[config.mk]
export PLATFORM = sky130hd
export DESIGN_NAME = seq_signed_divider
export DESIGN_NICKNAME = d
export VERILOG_FILES = /design/src/rtl/alu_div_pkg.sv /design/src/rtl/div_step.sv /design/src/rtl/seq_signed_divider.sv
export SDC_FILE = /design/constraint.sdc
export NUM_CORES = 1
export LEC_CHECK = 0
export CAP_MARGIN = 20
export CORE_MARGIN = 8
export CORE_UTILIZATION = 50
export CTS_CLUSTER_DIAMETER = 80
export DETAILED_ROUTE_END_ITERATION = 8
export PLACE_DENSITY = 0.73
export SYNTH_ARGS = -nofsm -noshare
export SYNTH_HDL_FRONTEND = slang
export SYNTH_SLANG_ARGS = --single-unit
[constraint.sdc]
create_clock -name clk -period 3.1 [get_ports clk]
set_input_delay 0.31 -clock clk [delete_from_list [all_inputs] [get_ports clk]]
set_output_delay 0.31 -clock clk [all_outputs]
set_load 0.02 [all_outputs]
[src/rtl/alu_div_pkg.sv]
// Shared constants and state encoding for the ALU_16 sequential signed divider.
package alu_div_pkg;

    localparam int DIV_WIDTH = 16;
    localparam int DIV_CNT_W = $clog2(DIV_WIDTH);
    localparam logic [DIV_WIDTH-1:0] DIV_MOST_NEG = {1'b1, {(DIV_WIDTH-1){1'b0}}};

    typedef enum logic [1:0] {
        IDLE = 2'b00,
        CALC = 2'b01,
        FIX  = 2'b10
    } div_state_e;

endpackage

[src/rtl/div_step.sv]
// One combinational restoring-division step on unsigned magnitudes.
module div_step
    import alu_div_pkg::*;
#(
    parameter int WIDTH = DIV_WIDTH
) (
    input  logic [WIDTH:0] rem_i,
    input  logic           bit_i,
    input  logic [WIDTH:0] dvs_i,
    output logic [WIDTH:0] rem_o,
    output logic           q_o
);

    logic [WIDTH+1:0] shifted;
    logic [WIDTH+1:0] trial;

    // The remainder stays below the divisor magnitude, so the shifted value
    // never reaches the extra top bit and that bit acts as the trial's sign.
    always_comb begin
        shifted = {rem_i, bit_i};
        trial   = shifted - {1'b0, dvs_i};
        q_o     = ~trial[WIDTH+1];
        rem_o   = q_o ? trial[WIDTH:0] : shifted[WIDTH:0];
    end

endmodule

[src/rtl/seq_signed_divider.sv]
// Multi-cycle signed divider: sign/magnitude capture, WIDTH restoring steps,
// then a fix-up cycle that applies signs, sets status flags and pulses done.
module seq_signed_divider
    import alu_div_pkg::*;
#(
    parameter int WIDTH = DIV_WIDTH
) (
    input  logic             clk,
    input  logic             rst_n,
    input  logic             start,
    input  logic [WIDTH-1:0] dividend,
    input  logic [WIDTH-1:0] divisor,
    output logic             busy,
    output logic             done,
    output logic [WIDTH-1:0] quotient,
    output logic [WIDTH-1:0] remainder,
    output logic             div_by_zero,
    output logic             overflow
);

    localparam int CNT_W = $clog2(WIDTH);
    localparam logic [CNT_W-1:0] LAST_STEP = CNT_W'(WIDTH - 1);
    localparam logic [WIDTH-1:0] MOST_NEG  = {1'b1, {(WIDTH-1){1'b0}}};

    div_state_e       state_q, state_d;
    logic [CNT_W-1:0] cnt_q, cnt_d;
    logic [WIDTH:0]   rem_q, rem_d;
    logic [WIDTH-1:0] quo_q, quo_d;
    logic [WIDTH:0]   dvs_q, dvs_d;
    logic             neg_quo_q, neg_quo_d;
    logic             neg_rem_q, neg_rem_d;
    logic             dz_q, dz_d;
    logic             ovf_q, ovf_d;
    logic             busy_q, busy_d;
    logic             done_q, done_d;
    logic [WIDTH-1:0] quotient_q, quotient_d;
    logic [WIDTH-1:0] remainder_q, remainder_d;
    logic             div_by_zero_q, div_by_zero_d;
    logic             overflow_q, overflow_d;

    logic [WIDTH-1:0] dvd_mag;
    logic [WIDTH-1:0] dvs_mag;
    logic [WIDTH:0]   step_rem;
    logic             step_q;

    // Negating -2^(WIDTH-1) yields the same bit pattern, which read as
    // unsigned is exactly the magnitude 2^(WIDTH-1).
    assign dvd_mag = dividend[WIDTH-1] ? -dividend : dividend;
    assign dvs_mag = divisor[WIDTH-1]  ? -divisor  : divisor;

    div_step #(.WIDTH(WIDTH)) u_step (
        .rem_i (rem_q),
        .bit_i (quo_q[WIDTH-1]),
        .dvs_i (dvs_q),
        .rem_o (step_rem),
        .q_o   (step_q)
    );

    // NOTE: every signal assigned here gets a default first, so no path can
    // leave one unassigned and infer a latch.
    always_comb begin
        state_d       = state_q;
        cnt_d         = cnt_q;
        rem_d         = rem_q;
        quo_d         = quo_q;
        dvs_d         = dvs_q;
        neg_quo_d     = neg_quo_q;
        neg_rem_d     = neg_rem_q;
        dz_d          = dz_q;
        ovf_d         = ovf_q;
        busy_d        = busy_q;
        done_d        = 1'b0;
        quotient_d    = quotient_q;
        remainder_d   = remainder_q;
        div_by_zero_d = div_by_zero_q;
        overflow_d    = overflow_q;

        case (state_q)
            IDLE: begin
                if (start) begin
                    busy_d    = 1'b1;
                    cnt_d     = '0;
                    rem_d     = '0;
                    dvs_d     = {1'b0, dvs_mag};
                    neg_quo_d = dividend[WIDTH-1] ^ divisor[WIDTH-1];
                    neg_rem_d = dividend[WIDTH-1];
                    dz_d      = (divisor == '0);
                    ovf_d     = (dividend == MOST_NEG) && (divisor == '1);
                    if (divisor == '0) begin
                        // The raw dividend rides in the quotient shifter so
                        // FIX can return it as the remainder.
                        quo_d   = dividend;
                        state_d = FIX;
                    end else begin
                        quo_d   = dvd_mag;
                        state_d = CALC;
                    end
                end
            end
            CALC: begin
                rem_d = step_rem;
                quo_d = {quo_q[WIDTH-2:0], step_q};
                cnt_d = cnt_q + 1'b1;
                if (cnt_q == LAST_STEP) begin
                    state_d = FIX;
                end
            end
            FIX: begin
                if (dz_q) begin
                    quotient_d  = '1;
                    remainder_d = quo_q;
                end else begin
                    quotient_d  = neg_quo_q ? -quo_q : quo_q;
                    remainder_d = neg_rem_q ? -rem_q[WIDTH-1:0] : rem_q[WIDTH-1:0];
                end
                div_by_zero_d = dz_q;
                overflow_d    = ovf_q;
                done_d        = 1'b1;
                busy_d        = 1'b0;
                state_d       = IDLE;
            end
            default: state_d = IDLE;
        endcase
    end

    // NOTE: sequential state uses non-blocking assignments so every register
    // samples the pre-edge value of every other register.
    always_ff @(posedge clk or negedge rst_n) begin
        if (!rst_n) begin
            state_q       <= IDLE;
            cnt_q         <= '0;
            rem_q         <= '0;
            quo_q         <= '0;
            dvs_q         <= '0;
            neg_quo_q     <= 1'b0;
            neg_rem_q     <= 1'b0;
            dz_q          <= 1'b0;
            ovf_q         <= 1'b0;
            busy_q        <= 1'b0;
            done_q        <= 1'b0;
            quotient_q    <= '0;
            remainder_q   <= '0;
            div_by_zero_q <= 1'b0;
            overflow_q    <= 1'b0;
        end else begin
            state_q       <= state_d;
            cnt_q         <= cnt_d;
            rem_q         <= rem_d;
            quo_q         <= quo_d;
            dvs_q         <= dvs_d;
            neg_quo_q     <= neg_quo_d;
            neg_rem_q     <= neg_rem_d;
            dz_q          <= dz_d;
            ovf_q         <= ovf_d;
            busy_q        <= busy_d;
            done_q        <= done_d;
            quotient_q    <= quotient_d;
            remainder_q   <= remainder_d;
            div_by_zero_q <= div_by_zero_d;
            overflow_q    <= overflow_d;
        end
    end

    assign busy        = busy_q;
    assign done        = done_q;
    assign quotient    = quotient_q;
    assign remainder   = remainder_q;
    assign div_by_zero = div_by_zero_q;
    assign overflow    = overflow_q;

endmodule
* Yosys cells after proc, flatten, opt, wreduce, memory -nomap -nowiden
Index checks and enable logic that the tools add are counted.
** Operators by class
- Mux-type cells :: 21
- Reductions and logical operators :: 9
- Equal/unequal tests :: 7
- Add/subtract/negate cells :: 6
- Bitwise gates (word level) :: 2
** Operators by type and width (count)
- 2-to-1 mux 16 bit :: 8
- negator 16 bit :: 4
- 2-to-1 mux 17 bit :: 2
- case mux 17 bit (2 select lines) :: 1
- == test 16 bit, second input constant :: 2
- case mux 16 bit (2 select lines) :: 1
- subtractor 18 x 16 -> 18 bit :: 1
- logical NOT 16 bit :: 1
- case mux 4 bit (2 select lines) :: 1
- AND reduction 2 bit :: 4
- 2-to-1 mux 2 bit :: 3
- adder 4 x 1 -> 4 bit, second input constant :: 1
- == test 4 bit, second input constant :: 1
- 2-to-1 mux 4 bit :: 1
- inequality test 2 bit, second input constant :: 2
- case mux 2 bit (2 select lines) :: 1
- nonzero test 2 bit :: 2
- == test 2 x 1 -> 1 bit, second input constant :: 1
- == test 2 bit, second input constant :: 1
- logical NOT 2 bit :: 1
- 2-to-1 mux 1 bit :: 2
- case mux 1 bit (2 select lines) :: 1
- logical AND 1 bit :: 1
- NOT 1 bit :: 1
- bitwise XOR 1 bit :: 1
** Storage, ports and cells
- Word-level logic and storage cells :: 60
- Flip-flop bits (word level) :: 95

* Longest topological paths before layout
- Word-level depth :: 5
- Depth in mapped cells :: 11
- Gate-level depth less buffers :: 11

* By module
From an unflattened synthesis, not the netlist that was laid out.
** Second synthesis, totals
- Cells, all modules :: 710
- Area, all modules :: 6361.1 um2
** By module, submodules not included
- seq_signed_divider :: cells an instance 532, instances 1, area each 5073.6 um2, seq. area each 2377.3 um2
- div_step :: cells an instance 178, instances 1, area each 1287.5 um2, seq. area each 0.0 um2

* Least setup slack after synthesis
OpenSTA, ideal clock, no wires.
- Path kind :: reg-to-reg
- Start :: register rem_q[13]
- End :: register rem_q[15]
- Setup slack :: 0.402 ns
- Clock period less this slack :: 2.698 ns
- Cell stages (with the launch flop) :: 10
- Data arrival time :: 2.574 ns
- Cell sequence :: dfrtp_1 -> ha_1 -> a21o_1 -> a211o_1 -> or4_1 -> o2111a_2 -> nand2_4 -> buf_12 -> nor2_2 -> a211o_1
** On the way
- Word-level cells in the longest chain between the ends :: 3
** Ends and longest elaborated chain
- start: declaration :: line seq_signed_divider.sv:27 : logic [WIDTH:0] rem_q, rem_d;
- start signal: assignment :: line seq_signed_divider.sv:148 : rem_q <= rem_d;
- subtractor 18 x 16 -> 18 bit :: line div_step.sv:21 : trial = shifted - {1'b0, dvs_i};
- 2-to-1 mux 17 bit :: line div_step.sv:23 : rem_o = q_o ? trial[WIDTH:0] : shifted[WIDTH:0];
- case mux 17 bit (2 select lines) :: line seq_signed_divider.sv:78 : case (state_q)
No other way between the ends.
A chain may end at the register's enable or synchronous reset.

* Worst setup path in the final report
Ends and elaborated chain as after synthesis.

==> results.py <==
metrics = {
    "status": {
        "status": "complete, but fails checks",
        "violations": "hold timing",
    },
    "critical_path": {
        "r2r-start": "rem_q[13]",
        "crit_start": "rem_q[13]",
        "worstPathMaxFanout": 21,
        "crit_required_ns": 3.34,
        "path_class": "flop to flop",
        "crit_arrival_ns": 3.06,
        "cp-end-kind": "flop",
        "startpoint_type": "flop",
    },
    "final_layout": {
        "utilization_pct": 60.2,
        "nFillCells": 1024,
        "syn2layout_area_growth_pct": 18.8,
        "nets": 814,
        "stdcell_count": 907,
        "n_antenna_cell": 0,
        "drive_gt1_share_pct": 5.39,
    },
    "synth": {
        "syn-cell-area_mm2": 0.00601,
        "yosys.area.top_type": "dfrtp_1",
        "synth_edf_count": 0,
        "synthesis.nets": 757,
        "synth_top_area_share_pct": 39.5,
        "synthCells": 699,
        "async_flop_share_pct": 100,
        "ys_seq_elements": 95,
        "synth_area_per_cell_um2": 8.60,
        "ys_top_cells_by_count": "dfrtp_1 (95), nand2_1 (87), o21ai_0 (65)",
        "yosys-top-cells-area": "dfrtp_1 (40%), xor2_1 (5.8%), nand2_1 (5.4%)",
        "synth_ff_type": "dfrtp_1",
        "synthDistinctLibCells": 65,
        "synth_warnings": 0,
        "yosysMostFrequentCell": "dfrtp_1",
        "synth_sequential_area_ratio_pct": 39.5,
    },
    "power_and_ir_drop": {
        "clockPowerShare_pct": 13.4,
        "power.switching_uw": 3810,
        "vdd_drop_max_v": 0.000476,
        "intPower_uw": 4600,
        "p_comb_share_pct": 57.1,
        "swShare_pct": 45.3,
        "power.density_mw_per_mm2": 1180,
        "p_leak_uw": 0.00309,
        "total_power_uw": 8410,
        "seqPwrFrac_pct": 29.5,
    },
    "cts": {
        "postCtsSetupBuffers": 0,
        "cts-root-buf": "clkbuf_16",
        "path_clk_slew_ns": 0.06,
        "htree_levels": 3,
        "clockBufferDepth": 2,
        "cts-hold-fix-buffers": 0,
        "cts_tree": "yes",
        "numCtsBuffers": 9,
        "clkSinkCount": 95,
        "cts_resized": 0,
        "clk_latency_ns": 0.36,
    },
    "die": {
        "io_pins": 71,
        "start_util_pct": 50.7,
        "dieArea_mm2": 0.0158,
        "core_mm2": 0.0119,
        "die_x_um": 126,
        "dieHeight_um": 126,
        "fp-row-count": 40,
    },
    "route": {
        "vias_per_cell": 5.80,
        "postRouteAntennaNets": 0,
        "drcViolationCount": 0,
        "wl_mm": 15.2,
        "drt_iter0_drc": 355,
        "routedWlPerCell_um": 16.8,
        "drt_first_pass_iters": 5,
        "num_vias": 5257,
    },
    "grt": {
        "first_global_vias": 5024,
        "grt_pass1_wl_mm": 25.1,
        "grtUsageTotal_pct": 19.6,
        "grt_overflow": 0,
        "grt_max_degree": 96,
        "antenna_found_initial": 0,
    },
    "sta": {
        "fin_setup_tns_ns": 0,
        "final-setup-viol-count": 0,
        "fmax_mhz": 354,
        "worst_hold_slack_ns": -0.0290,
        "hold_viol": 17,
        "min_period_ns": 2.83,
        "finalCritPeriodShare_pct": 91.2,
        "rsz0062_at_grt": "no",
        "maxSlewHeadroom_pct": 35.2,
        "fin_skew_ns": 0.00949,
        "finalMaxSlewViolations": 0,
        "tightest_slew_ns": 0.968,
    },
    "placement": {
        "routabilityCongestion": 0.907,
        "port_buffers": 70,
        "dp.cells": 892,
        "dpl.hpwl_mm": 11.2,
    },
    "run": {
        "maxCapViolations": 0,
    },
    "hold_path": {
        "hp-class": "input pin to async pin",
    },
}
[critical path, stage by stage, from the launching register on]
cell	delay, ns
dfrtp_1	0.38
ha_1	0.37
a21o_1	0.21
a211o_1	0.32
or4_1	0.51
o2111a_2	0.30
nand2_4	0.26
nor2_2	0.07
a211o_1	0.30
[path summary, 6_finish.rpt]
check	end	slack, ns	cells after the start
setup reg to reg	rem_q[15]	0.27	8
max in group asynchronous	remainder[4]	2.70	2
hold reg to reg	quotient[0]	0.48	2
min in group clk	quotient[0]	0.48	2
hold / removal	rem_q[5]	-0.03	2
setup / recovery	rem_q[15]	0.27	8
[layer usage]
metal	track usage, %	vias up	routed length, um
met2	31.5	169	6980
met5	0	-	0
li1	-	2584	-
met1	25.2	2485	6990
met3	4.01	19	965
met4	8.17	0	306
[metrics by stage]
step	setup slack [ns]	area, um^2
4_1_cts	0.288	7140
5_1_grt	0.151	7140
6_report	0.274	7140
2_1_floorplan	0.402	6010
3_3_place_gp	0.234	6850
3_5_place_dp	0.181	6850
[cells in the final DEF, fill, tap and decap left out, types with 4 or more instances in the layout]
cell | synthesis | layout
ha_1 | 22 | 22
nor2b_1 | 10 | 10
a21o_1 | 5 | 5
o21ai_0 | 65 | 65
o31ai_1 | 10 | 10
nand2b_1 | 7 | 7
mux2i_1 | 17 | 17
inv_1 | 28 | 28
clkdlybuf4s50_1 | 0 | 69
nor3b_1 | 4 | 4
a22oi_1 | 13 | 13
or4_1 | 7 | 7
dfrtp_1 | 95 | 95
nor2_1 | 55 | 55
a32oi_1 | 4 | 4
o41ai_1 | 5 | 5
clkbuf_16 | 0 | 9
o21ai_1 | 16 | 16
xor2_1 | 40 | 40
nor4_1 | 4 | 4
o211ai_1 | 4 | 4
buf_4 | 0 | 15
a21oi_1 | 54 | 54
nand3_1 | 12 | 12
nand4_1 | 9 | 9
nand2_1 | 87 | 87
xnor2_1 | 26 | 26
nor3_1 | 14 | 14
[sequential cells by signal, indices dropped and copies added (netlist names)]
| register | count |
|---|---|
| neg_rem_q | 1 |
| neg_quo_q | 1 |
| dvs_q | 16 |
| div_by_zero | 1 |
| quotient | 16 |
| quo_q | 16 |
| remainder | 16 |
| state_q | 2 |
| overflow | 1 |
| ovf_q | 1 |
| cnt_q | 4 |
| dz_q | 1 |
| rem_q | 17 |
| busy | 1 |
| done | 1 |
[cell families (layout without fill, tap and decap cells)]
kind of cell    after synthesis  in the layout  share of synthesized area, %
flops                        95             95                          39.5
mux                          17             17                          2.83
fa+ha+maj                    23             23                          4.91
simple gates                228            228                          17.9
xor+xnor                     66             66                          9.61
compound gates              202            202                          20.5
buf+inv                      68            129                          4.68
[area by class of cell]
type | count | area (um^2) | share of cell area (%)
multi-input combinational | 536 | 3350 | 47.0
sequential | 95 | 2380 | 33.3
timing repair buffer | 85 | 823 | 11.5
clock buffer | 11 | 243 | 3.40
tap | 147 | 184 | 2.57
inverter | 29 | 109 | 1.52
clock inverter | 4 | 53.8 | 0.753
[power by group through the flow]
stage / logic [uW] / registers, uW / clock network (uW)
2_1_floorplan: 3390 / 2490 / 0
3_3_place_gp: 4670 / 2450 / 0
3_5_place_dp: 4770 / 2490 / 0
4_1_cts: 4800 / 2470 / 1140
5_1_grt: 5360 / 2560 / 1180
6_report: 4810 / 2480 / 1130
No activity file was read; power rests on OpenSTA's default activity.
